`src/rtl/i2c_pkg.sv`:
```
// i2c_pkg -- shared definitions for the I2C register-access controller.
//   state_t      : sequencer states
//   WR_BYTES/RD_BYTES and their last-index forms : bytes per transaction
//   RW_WRITE/RW_READ : R/W bit appended to the 7-bit device address
//   byte_cmd_t / byte_cmd() : per-byte command presented to the byte engine
package i2c_pkg;

   typedef enum logic [2:0] {
      ST_IDLE  = 3'd0,
      ST_ISSUE = 3'd1,
      ST_WAIT  = 3'd2,
      ST_NEXT  = 3'd3,
      ST_RESP  = 3'd4
   } state_t;

   localparam int WR_BYTES = 3;
   localparam int RD_BYTES = 4;
   localparam logic [1:0] WR_LAST_IDX = 2'd2;
   localparam logic [1:0] RD_LAST_IDX = 2'd3;

   localparam logic RW_WRITE = 1'b0;
   localparam logic RW_READ  = 1'b1;

   typedef struct packed {
      logic [7:0] data;
      logic       w_rn;
      logic       first;
      logic       last;
      logic       ack_out;
   } byte_cmd_t;

   // Byte idx of a transaction. Write: addr+W, reg, data.
   // Read: addr+W, reg (ends the write phase), addr+R (repeated START), read byte.
   function automatic byte_cmd_t byte_cmd(input logic       wr,
                                          input logic [1:0] idx,
                                          input logic [6:0] dev,
                                          input logic [7:0] ra,
                                          input logic [7:0] wd);
      byte_cmd_t cmd;
      cmd.data    = 8'h00;
      cmd.w_rn    = 1'b1;
      cmd.first   = 1'b0;
      cmd.last    = 1'b0;
      cmd.ack_out = 1'b0;
      case (idx)
         2'd0: begin
            cmd.data  = {dev, RW_WRITE};
            cmd.first = 1'b1;
         end
         2'd1: begin
            cmd.data = ra;
            cmd.last = ~wr;
         end
         2'd2: begin
            if (wr) begin
               cmd.data = wd;
               cmd.last = 1'b1;
            end else begin
               cmd.data  = {dev, RW_READ};
               cmd.first = 1'b1;
            end
         end
         2'd3: begin
            // Master receives; ack_out=1 NACKs the single read byte before STOP.
            cmd.data    = 8'hFF;
            cmd.w_rn    = 1'b0;
            cmd.ack_out = 1'b1;
            cmd.last    = 1'b1;
         end
         default: begin
            cmd.data = 8'h00;
         end
      endcase
      return cmd;
   endfunction

endpackage

```
`src/rtl/i2c_reg_ctrl.sv`:
```
// i2c_reg_ctrl -- sequences single-register I2C writes and reads through a
// byte-level I2C engine, with NACK reporting and a per-byte timeout.
// Ports:
//   clk, rst_n                   : clock, async active-low reset
//   req, req_wr, dev_addr,
//   reg_addr, wdata, ready       : request side (accepted when req & ready)
//   resp_valid, rdata,
//   err_nack, err_timeout        : response side (valid with resp_valid pulse)
//   byte_start, byte_data,
//   byte_w_rn, byte_first,
//   byte_last, byte_ack_out      : command to the byte engine
//   byte_rdata, byte_ack_in,
//   byte_done                    : completion from the byte engine
module i2c_reg_ctrl
   import i2c_pkg::*;
#(
   parameter int TIMEOUT_CYCLES = 4096
) (
   input  logic       clk,
   input  logic       rst_n,
   input  logic       req,
   input  logic       req_wr,
   input  logic [6:0] dev_addr,
   input  logic [7:0] reg_addr,
   input  logic [7:0] wdata,
   output logic       ready,
   output logic       resp_valid,
   output logic [7:0] rdata,
   output logic       err_nack,
   output logic       err_timeout,
   output logic       byte_start,
   output logic [7:0] byte_data,
   output logic       byte_w_rn,
   output logic       byte_first,
   output logic       byte_last,
   output logic       byte_ack_out,
   input  logic [7:0] byte_rdata,
   input  logic       byte_ack_in,
   input  logic       byte_done
);

   localparam int TW = $clog2(TIMEOUT_CYCLES + 1);
   localparam logic [TW-1:0] TMO_LAST = TW'(TIMEOUT_CYCLES - 1);

   state_t        state_r;
   logic [1:0]    idx_r;
   logic [TW-1:0] tcnt_r;
   logic          wr_r;
   logic [6:0]    dev_r;
   logic [7:0]    reg_r;
   logic [7:0]    wdata_r;

   byte_cmd_t     acc_cmd_s;
   byte_cmd_t     nxt_cmd_s;
   logic [1:0]    last_idx_s;
   logic [TW-1:0] tcnt_inc_s;

   // Next byte command and counter helpers
   always_comb begin
      acc_cmd_s  = byte_cmd(req_wr, 2'd0, dev_addr, reg_addr, wdata);
      nxt_cmd_s  = byte_cmd(wr_r, idx_r + 2'd1, dev_r, reg_r, wdata_r);
      tcnt_inc_s = tcnt_r + TW'(1);
      if (wr_r) begin
         last_idx_s = WR_LAST_IDX;
      end else begin
         last_idx_s = RD_LAST_IDX;
      end
   end

   // Transaction sequencer, timeout counter and all registered outputs
   always_ff @(posedge clk or negedge rst_n) begin
      if (!rst_n) begin
         state_r      <= ST_IDLE;
         idx_r        <= 2'd0;
         tcnt_r       <= '0;
         wr_r         <= 1'b0;
         dev_r        <= 7'd0;
         reg_r        <= 8'd0;
         wdata_r      <= 8'd0;
         ready        <= 1'b1;
         resp_valid   <= 1'b0;
         rdata        <= 8'h00;
         err_nack     <= 1'b0;
         err_timeout  <= 1'b0;
         byte_start   <= 1'b0;
         byte_data    <= 8'h00;
         byte_w_rn    <= 1'b1;
         byte_first   <= 1'b0;
         byte_last    <= 1'b0;
         byte_ack_out <= 1'b0;
      end else begin
         case (state_r)
            ST_IDLE: begin
               if (req && ready) begin
                  wr_r        <= req_wr;
                  dev_r       <= dev_addr;
                  reg_r       <= reg_addr;
                  wdata_r     <= wdata;
                  ready       <= 1'b0;
                  idx_r       <= 2'd0;
                  rdata       <= 8'h00;
                  err_nack    <= 1'b0;
                  err_timeout <= 1'b0;
                  // Command is loaded together with the start pulse so it is
                  // already stable on the cycle byte_start is seen.
                  {byte_data, byte_w_rn, byte_first, byte_last, byte_ack_out} <= acc_cmd_s;
                  byte_start  <= 1'b1;
                  state_r     <= ST_ISSUE;
               end else begin
                  ready <= 1'b1;
               end
            end
            ST_ISSUE: begin
               byte_start <= 1'b0;
               tcnt_r     <= '0;
               state_r    <= ST_WAIT;
            end
            ST_WAIT: begin
               // byte_done is checked first so it beats a coincident expiry.
               if (byte_done) begin
                  if (byte_w_rn) begin
                     if (byte_ack_in) begin
                        err_nack <= 1'b1;
                     end else begin
                        err_nack <= err_nack;
                     end
                  end else begin
                     rdata <= byte_rdata;
                  end
                  state_r <= ST_NEXT;
               end else if (tcnt_inc_s == TMO_LAST) begin
                  // Expiry lands resp_valid TIMEOUT_CYCLES after byte_start.
                  tcnt_r      <= tcnt_inc_s;
                  err_timeout <= 1'b1;
                  resp_valid  <= 1'b1;
                  state_r     <= ST_RESP;
               end else begin
                  tcnt_r <= tcnt_inc_s;
               end
            end
            ST_NEXT: begin
               if (idx_r != last_idx_s) begin
                  idx_r      <= idx_r + 2'd1;
                  {byte_data, byte_w_rn, byte_first, byte_last, byte_ack_out} <= nxt_cmd_s;
                  byte_start <= 1'b1;
                  state_r    <= ST_ISSUE;
               end else begin
                  resp_valid <= 1'b1;
                  state_r    <= ST_RESP;
               end
            end
            ST_RESP: begin
               resp_valid <= 1'b0;
               ready      <= 1'b1;
               state_r    <= ST_IDLE;
            end
            default: begin
               resp_valid <= 1'b0;
               byte_start <= 1'b0;
               ready      <= 1'b1;
               state_r    <= ST_IDLE;
            end
         endcase
      end
   end

endmodule

```
`config.mk`:
```
export PLATFORM = sky130hd
export DESIGN_NAME = i2c_reg_ctrl
export DESIGN_NICKNAME = d
export VERILOG_FILES = /design/src/rtl/i2c_pkg.sv /design/src/rtl/i2c_reg_ctrl.sv
export SDC_FILE = /design/constraint.sdc
export NUM_CORES = 1
export LEC_CHECK = 0
export BUFFER_PORTS_ARGS = -buffer_cell sky130_fd_sc_hd__buf_4
export CORE_MARGIN = 2
export CORE_UTILIZATION = 40
export CTS_BUF_LIST = sky130_fd_sc_hd__clkbuf_8
export DETAILED_ROUTE_END_ITERATION = 8
export PLACE_DENSITY = 0.71
export SLEW_MARGIN = 20
export SYNTH_ARGS = -nofsm -noshare
export SYNTH_HDL_FRONTEND = slang
export SYNTH_SLANG_ARGS = --single-unit
```
`constraint.sdc`:
```
create_clock -name clk -period 3.4 [get_ports clk]
set_clock_uncertainty 0.2 [all_clocks]
set_input_delay 0.17 -clock clk [delete_from_list [all_inputs] [get_ports clk]]
set_output_delay 0.17 -clock clk [all_outputs]
set_load 0.01 [all_outputs]
```
* Word level (Yosys, flattened, before mapping)
Index checks and enable logic that the tools add are counted.
Storage, ports and cells: register bits after elaboration 67, output and inout port bits 25, logic and storage cells 109
Cells by class: bitwise operators 3, muxes and demuxes 49, reduce and logical (&&, ||, !) cells 18, equality and inequality tests 19, add/subtract/negate cells 2
Operator list (count):
- $mux 8 | 6
- $pmux 8 s2 | 2
- $pmux 8 s4 | 1
- $pmux 13 s2 | 1
- $mux 1 | 19
- $ne 2x2->1 const B | 9
- $pmux 1 s2 | 8
- $add 13x1->13 const B | 1
- $eq 13x12->1 const B | 1
- $mux 13 | 1
- $mux 3 | 4
- $pmux 3 s4 | 1
- $reduce_and 4->1 | 3
- $pmux 1 s3 | 3
- $eq 3x2->1 const B | 2
- $reduce_and 2->1 | 3
- $reduce_and 3->1 | 2
- $reduce_bool 2->1 | 3
- $reduce_and 5->1 | 1
- $eq 2x2->1 const B | 2
- $mux 2 | 2
- $pmux 2 s2 | 1
- $reduce_or 2->1 | 2
- $eq 3x1->1 const B | 1
- other kinds (10) | 12

* Logic depth before layout (Yosys ltp)
Gate-level depths: netlist of run 1.
depth in word-level cells 5, gate-level depth with buffers 8

* Worst setup path after synthesis of run 1
Ideal clock, no wire load.
path kind register to register, from reg tcnt_r[0], to reg state_r[1], data arrival time 1710 ps, data required time 3076 ps, cell stages (with the launch flop) 7, clock period less this slack 2034 ps, path slack 1366 ps, setup time 124 ps, path buffers 0, path through dfrtp_1 ha_1 nand3_4 or4b_4 o211ai_2 nand4_2 o31a_1
Between the ends: longest elaborated chain between the ends 4
RTL lines:
- from (decl) | line i2c_reg_ctrl.sv:47 | logic [TW-1:0] tcnt_r;
- from (signal assigned) | line i2c_reg_ctrl.sv:133 | tcnt_r <= tcnt_inc_s;
- from (signal assigned) | line i2c_reg_ctrl.sv:138 | tcnt_r <= tcnt_inc_s;
- $add 13x1->13 | line i2c_reg_ctrl.sv:62 | tcnt_inc_s = tcnt_r + TW'(1);
- $eq 13x12->1 | line i2c_reg_ctrl.sv:131 | end else if (tcnt_inc_s == TMO_LAST) begin
- $ne 3x3->1 (no line)
- $reduce_and 2->1 (no line)
- to (signal assigned) | line i2c_reg_ctrl.sv:73 | state_r <= ST_IDLE;
- to (signal assigned) | line i2c_reg_ctrl.sv:130 | state_r <= ST_NEXT;
- to (signal assigned) | line i2c_reg_ctrl.sv:136 | state_r <= ST_RESP;
- to (decl) | line i2c_reg_ctrl.sv:45 | state_t state_r;
No other way between the ends. A chain may end at the register's enable or synchronous reset.

* Worst setup path in the final report of run 1
from reg state_r[2], to reg rdata[0]
Between the ends: longest elaborated chain between the ends 3
RTL lines:
- from (signal assigned) | line i2c_reg_ctrl.sv:73
- from (signal assigned) | line i2c_reg_ctrl.sv:108 | state_r <= ST_ISSUE;
- from (signal assigned) | line i2c_reg_ctrl.sv:116 | state_r <= ST_WAIT;
- $eq 3x2->1 / $logic_not 3->1 (equally long branches) | line i2c_reg_ctrl.sv:92 | case (state_r)
- $ne 2x2->1 (no line) / $reduce_bool 2->1 (equally long branches)
- $reduce_and 4->1 (no line)
- to (signal assigned) | line i2c_reg_ctrl.sv:128 | rdata <= byte_rdata;
- to (decl) | line i2c_reg_ctrl.sv:28 | output logic [7:0] rdata,
Several ways; a longest one is shown, not always the timed one.

==> out/metrics.cfg, run 1 <==
[drt]
drc=0
ant_nets=0
routed_wl_um=7630
drtPass1Iterations=4
wl_per_cell_um=15.0
num_vias=2690
drt-vias-per-instance=5.30
drt_iter0_drc=119

[clock_network]
clkLatencyLatePin_ns=0.33
clockBufferDepth=2
cts_hold_buf=34
clk_pin_slew_ns=0.07
post_cts_resize_count=0
cts_tree=done
numCtsBuffers=9
clock-root-buffer=clkbuf_8
post-cts-setup-buffers=0
cts.sinks=67
cts_max_level=3

[cells_and_area]
stdcell_area_um2=4420
final_cells=508
fin_nets=441
antennaDiodeCount=0
drive_above_1_share=0.293
utilization=0.546
syn_to_final_growth_pct=34.2

[yosys]
postSynthCellCount=308
synth_commonest_cells=dfrtp_1, o21ai_0, mux2_2
synth_edf_count=0
synth_flop_cell=dfrtp_1
syn_avg_cell_area_um2=10.7
ys_ff_latch=67
synth.distinct_cells=50
syn_nets=351
yosysSeqAreaShare=0.510
synth_top_area_frac=0.494
yosysWarnings=0
synth_most_common_cell=dfrtp_1
async_flop_share=1.00
ys_top_cells_by_area=dfrtp_1, mux2_2, o21ai_0
synth_top_area_cell=dfrtp_1
syn_area_um2=3290

[pwr]
pwr-share-seq=0.367
power_density_nw_per_um2=800
irDropWorstVdd_mv=0.422
switchingPower_uw=1220
clkPwrFrac=0.246
p_comb_frac=0.387
switching_share=0.346
fin_total_pwr_uw=3530
leakagePower_uw=0.00197
p_int_uw=2310

[setup_path]
crit_type=reg2reg
worstSetupEndpointType=flop
path_max_fanout=12
reg2reg_slack_ns=0.93
crit_path_start_kind=flop
critPathArrivalTime_ns=2.49
required_ns=3.42

[timing]
finalCriticalPeriod_ns=2.47
hold_viol=0
setup_viol=0
fmax_mhz=405
max_slew_margin=0.447
final.setup.tns_ns=0
rsz0062_at_grt=false
tightest_slew_ns=0.830
finalCritPeriodShare=0.726
drv_slew=0

[placed_design]
port_buffers=61
place.gp.congestion=0.784
dpl_cell_area_um2=3810
placed_cells=458
dp_hpwl_um=5000

[grt]
grt-ovfl-total=0
antenna_found_initial=0
grt_util_all_layers=0.184
grt_pass1_vias=2636
grt_pass1_wl_um=12700
grt_max_degree=68

[floorplanning]
pin_count=62
die_y_um=94.7
core_area_um2=8090
die-area_um2=8970
rows=33
initial_core_util=0.407
die_w_um=94.7

[min_path]
hold_class=in2reg

[job]
drv_cap=0

[outcome]
status=finished clean

==> state kept, by name, summed over array words and instances, names as in the netlist, 2 cells and up <==
| register | cells |
|---|---|
| idx_r | 2 |
| rdata | 8 |
| byte_data | 8 |
| dev_r | 7 |
| reg_r | 8 |
| wdata_r | 8 |
| tcnt_r | 13 |
| state_r | 3 |
==> layout by cell type (no fill, tap or decap), drive strengths merged, types with 5 or more instances in the layout <==
master / n
o31ai: 5
a221oi: 6
ha: 6
dlygate4sd3: 34
a21oi: 19
a22o: 14
clkbuf: 9
o21ai: 35
dfrtp: 65
nand3: 11
buf: 62
mux2: 30
inv: 12
nor2: 21
nand2: 23
==> per-layer routing <==
layer	vias to the layer above	track usage	part of all wire
met2	66	0.307	0.50
met1	1299	0.237	0.44
li1	1309	-	-
met3	16	0.0303	0.041
met4	0	0.0797	0.023
met5	-	0	0
==> logic make-up (layout without fill, tap and decap cells) <==
| group | Yosys count | after routing | synth area share |
|---|---|---|---|
| DFF | 67 | 67 | 0.510 |
| and+or+nand+nor | 77 | 77 | 0.124 |
| AOI/OAI and AO/OA | 96 | 96 | 0.193 |
| buffers and inverters | 27 | 122 | 0.0346 |
| xor gates and xnor gates | 5 | 5 | 0.0133 |
| adders and majority gates | 6 | 6 | 0.0228 |
| muxes | 30 | 30 | 0.103 |
==> cell type report <==
class                   count  area, um^2
fillers                   734        3670
flip-flops and latches     67        1680
multi-input cells         214        1500
repair buffers             96         806
clock inverters             7         140
well taps                 105         131
clock buffers               9         124
inverters                  10        37.5
==> critical path: stages, from the launching register on <==
cell and delay (ns):
dfrtp_1 0.55, nor2b_1 0.46, nor4bb_1 0.51, buf_4 0.25
nor2_1 0.14, a22o_1 0.25
==> worst paths after layout <==
check	startpoint	end	cells after the start
setup / recovery	state_r[2]$_DFFE_PN0P_	rdata[0]$_DFFE_PN0P_	5
hold / removal	req	state_r[0]$_DFFE_PN0P_	3
setup reg to reg	state_r[2]$_DFFE_PN0P_	rdata[0]$_DFFE_PN0P_	5
hold reg to reg	tcnt_r[11]$_DFFE_PN0P_	tcnt_r[11]$_DFFE_PN0P_	1
max in group asynchronous	rst_n	tcnt_r[7]$_DFFE_PN0P_	2
min in group asynchronous	rst_n	tcnt_r[8]$_DFFE_PN0P_	2
==> through the flow <==
step	setup slack (ns)	hold slack, ns
finish	0.933	0.0454
global placement	1.04	0.120
CTS	0.933	0.0305
detailed placement	0.976	0.127
global route	0.718	0.0599
floorplan	1.37	-0.326
==> power by group through the flow <==
stage / clock network [uW] / logic [uW] / registers (uW)
floorplan: 0 / 940 / 1280
global placement: 0 / 1280 / 1300
detailed placement: 0 / 1320 / 1310
CTS: 890 / 1370 / 1300
global route: 917 / 1530 / 1340
finish: 870 / 1370 / 1300
No activity file was read; power rests on OpenSTA's default activity.
==> run 2, diff against run 1 <==
PLACE_DENSITY = 0.73   (was 0.71)
clock period = 2 ns   (was 3.4 ns; I/O delays follow)
==> run 2 against run 1 <==
Compared with the run above:
- cell area grew 6.9%
- sequential power grew 72%
- first-iteration DRC count grew 34%
- final cell count grew 5.7%
- count of clock-buffer cells in the layout grew 1
- register-to-register slack lost 0.91 ns
- wire length grew 9.0%
- worst hold slack lost 0.012 ns
- largest power group unchanged
==> out/metrics.cfg, run 2 (synthesis gave the netlist of run 1 again) <==
[outcome]
status=finished clean

[min_path]
hold_class=in2async

[timing]
tightest_slew_ns=0.492  ; -0.338 ns
hold-worst-slack_ns=0.0333  ; -0.0122 ns
fmax_mhz=506  ; +25%
max_slew_margin=0.671  ; +0.224
rsz0062_at_grt=true
finalCritPeriodShare=0.988  ; +0.262
setup_viol=0  ; unchanged
finalCriticalPeriod_ns=1.98  ; -0.492 ns
drv_slew=0  ; unchanged
hold_viol=0  ; unchanged

[floorplanning]
initial_core_util=0.407  ; unchanged
die_y_um=94.7  ; unchanged
pin_count=62  ; unchanged
core_area_um2=8090  ; unchanged
rows=33  ; unchanged
die-area_um2=8970  ; unchanged
die_w_um=94.7  ; unchanged

[setup_path]
crit_path_start_kind=flop
path_max_fanout=16  ; +4
endpoint=byte_data[5]$_DFFE_PN0P_
r2r_end=byte_data[5]$_DFFE_PN0P_
crit_type=reg2reg
required_ns=2.03  ; -1.39 ns
rr_worst_depth=5  ; unchanged
critPathArrivalTime_ns=2.01  ; -0.48 ns
startpoint=idx_r[0]$_DFFE_PN0P_
r2r_start=idx_r[0]$_DFFE_PN0P_
worstSetupEndpointType=flop
reg2reg_slack_ns=0.02  ; -0.91 ns

[drt]
drtPass1Iterations=5  ; +1
ant_nets=0  ; unchanged
top_layer_used=met4
drc=0  ; unchanged
routed_wl_um=8320  ; +9.0%
wl_met1_um=3680  ; +9.4%
num_vias=2882  ; +7.1%
wl_per_cell_um=15.5  ; +3.1%
dr_wl_met3_um=356  ; +14%
drt_iter0_drc=159  ; +34%
drt-vias-per-instance=5.37  ; +1.4%
dr_wl_met2_um=4170  ; +10%

[clock_network]
clockBufferDepth=2  ; unchanged
clk_pin_slew_ns=0.08  ; about the same
cts.sinks=67  ; unchanged
cts_tree=done
cts_max_level=3  ; unchanged
numCtsBuffers=9  ; unchanged
clock-root-buffer=clkbuf_8
clkLatencyLatePin_ns=0.35  ; +0.02 ns

[grt]
grt_max_degree=35  ; -49%
antenna_found_initial=0  ; unchanged
grt-ovfl-total=0  ; unchanged
grt_util_all_layers=0.196  ; +0.0120
grt_pass1_vias=2915  ; +11%
grt_pass1_wl_um=13600  ; +6.7%

[cells_and_area]
largest_register=tcnt_r
fillers=684  ; -6.8%
final_cell_mix=buf_4, dfrtp_1, dlygate4sd3_1
antennaDiodeCount=0  ; unchanged
final_common_cell=buf_4
fin_nets=470  ; +6.6%
drive_above_1_share=0.380  ; +0.0868
syn_to_final_growth_pct=43.4
largest_reg_flops=13  ; unchanged
stdcell_area_um2=4720  ; +6.9%

[pwr]
power_density_nw_per_um2=1340  ; +67%
leakagePower_uw=0.00212  ; +7.6%
irDropWorstVdd_mv=0.625  ; +48%

[placed_design]
dpl_cell_area_um2=4020  ; +5.4%
dp_hpwl_um=5430  ; +8.6%
place.gp.congestion=0.868  ; +11%
port_buffers=61  ; unchanged

[job]
drv_cap=0  ; unchanged

run 2: worst min path at each step:
stage	from	endpoint	slack [ns]	depth (start not counted)
after CTS	req	state_r[0]$_DFFE_PN0P_	0.03	4
after global placement	rst_n	tcnt_r[11]$_DFFE_PN0P_	-0.13	1
after global routing	req	state_r[0]$_DFFE_PN0P_	0.05	4
after detailed placement	rst_n	tcnt_r[9]$_DFFE_PN0P_	-0.12	1
final	rst_n	tcnt_r[9]$_DFFE_PN0P_	0.03	2
after floorplan	rst_n	byte_ack_out$_DFFE_PN0P_	-0.40	0
run 2: critical path, cell delays in order (launching register included):
cell and delay (ns):
dfrtp_1 0.44, xor2_1 0.19, a211o_1 0.35, a21oi_4 0.18, buf_12 0.16, mux2_2 0.34
run 2: layout make-up:
| class | count | area, um^2 | share of cell area |
|---|---|---|---|
| Clock inverter | 6 | 88.8 | 0.0188 |
| Multi-Input combinational cell | 214 | 1580 | 0.335 |
| Tap cell | 105 | 131 | 0.0278 |
| Sequential cell | 67 | 1680 | 0.356 |
| Inverter | 10 | 37.5 | 0.00795 |
| Clock buffer | 10 | 138 | 0.0292 |
| Timing Repair Buffer | 125 | 1060 | 0.225 |
run 2: stage by stage:
stage               power (uW)  TNS (ns)  std cells  worst slack, ns  utilization
CTS                       6100         0        530          0.00560        0.569
floorplan                 3780         0        308           0.0286            -
finish                    6320         0        537           0.0245        0.583
global route              6750    -0.376        537          -0.0715        0.583
global placement          4660         0        479           0.0252        0.497
detailed placement        4740   -0.0182        479          -0.0144        0.497
run 2: power by group:
group          total, uW  internal (uW)  switching (uW)  leakage [uW]
sequential          2230           1840             385      0.000843
clock               1280            738             543      0.000114
combinational       2810           1490            1320       0.00116
total               6320           4070            2250       0.00212
run 2: metal layers:
metal | GRT usage | up-vias
met1 | 0.243 | 1423
met2 | 0.335 | 81
met4 | 0.0652 | 0
li1 | - | 1368
met5 | 0 | -
met3 | 0.0495 | 10
run 2: timing repair:
item	in CTS	in global routing
setup buffers	0	7
pin swaps	0	0
endpoints found under the setup margin	9	23
hold buffers	35	0
hold endpoints to repair	108	0
resized for setup	2	18
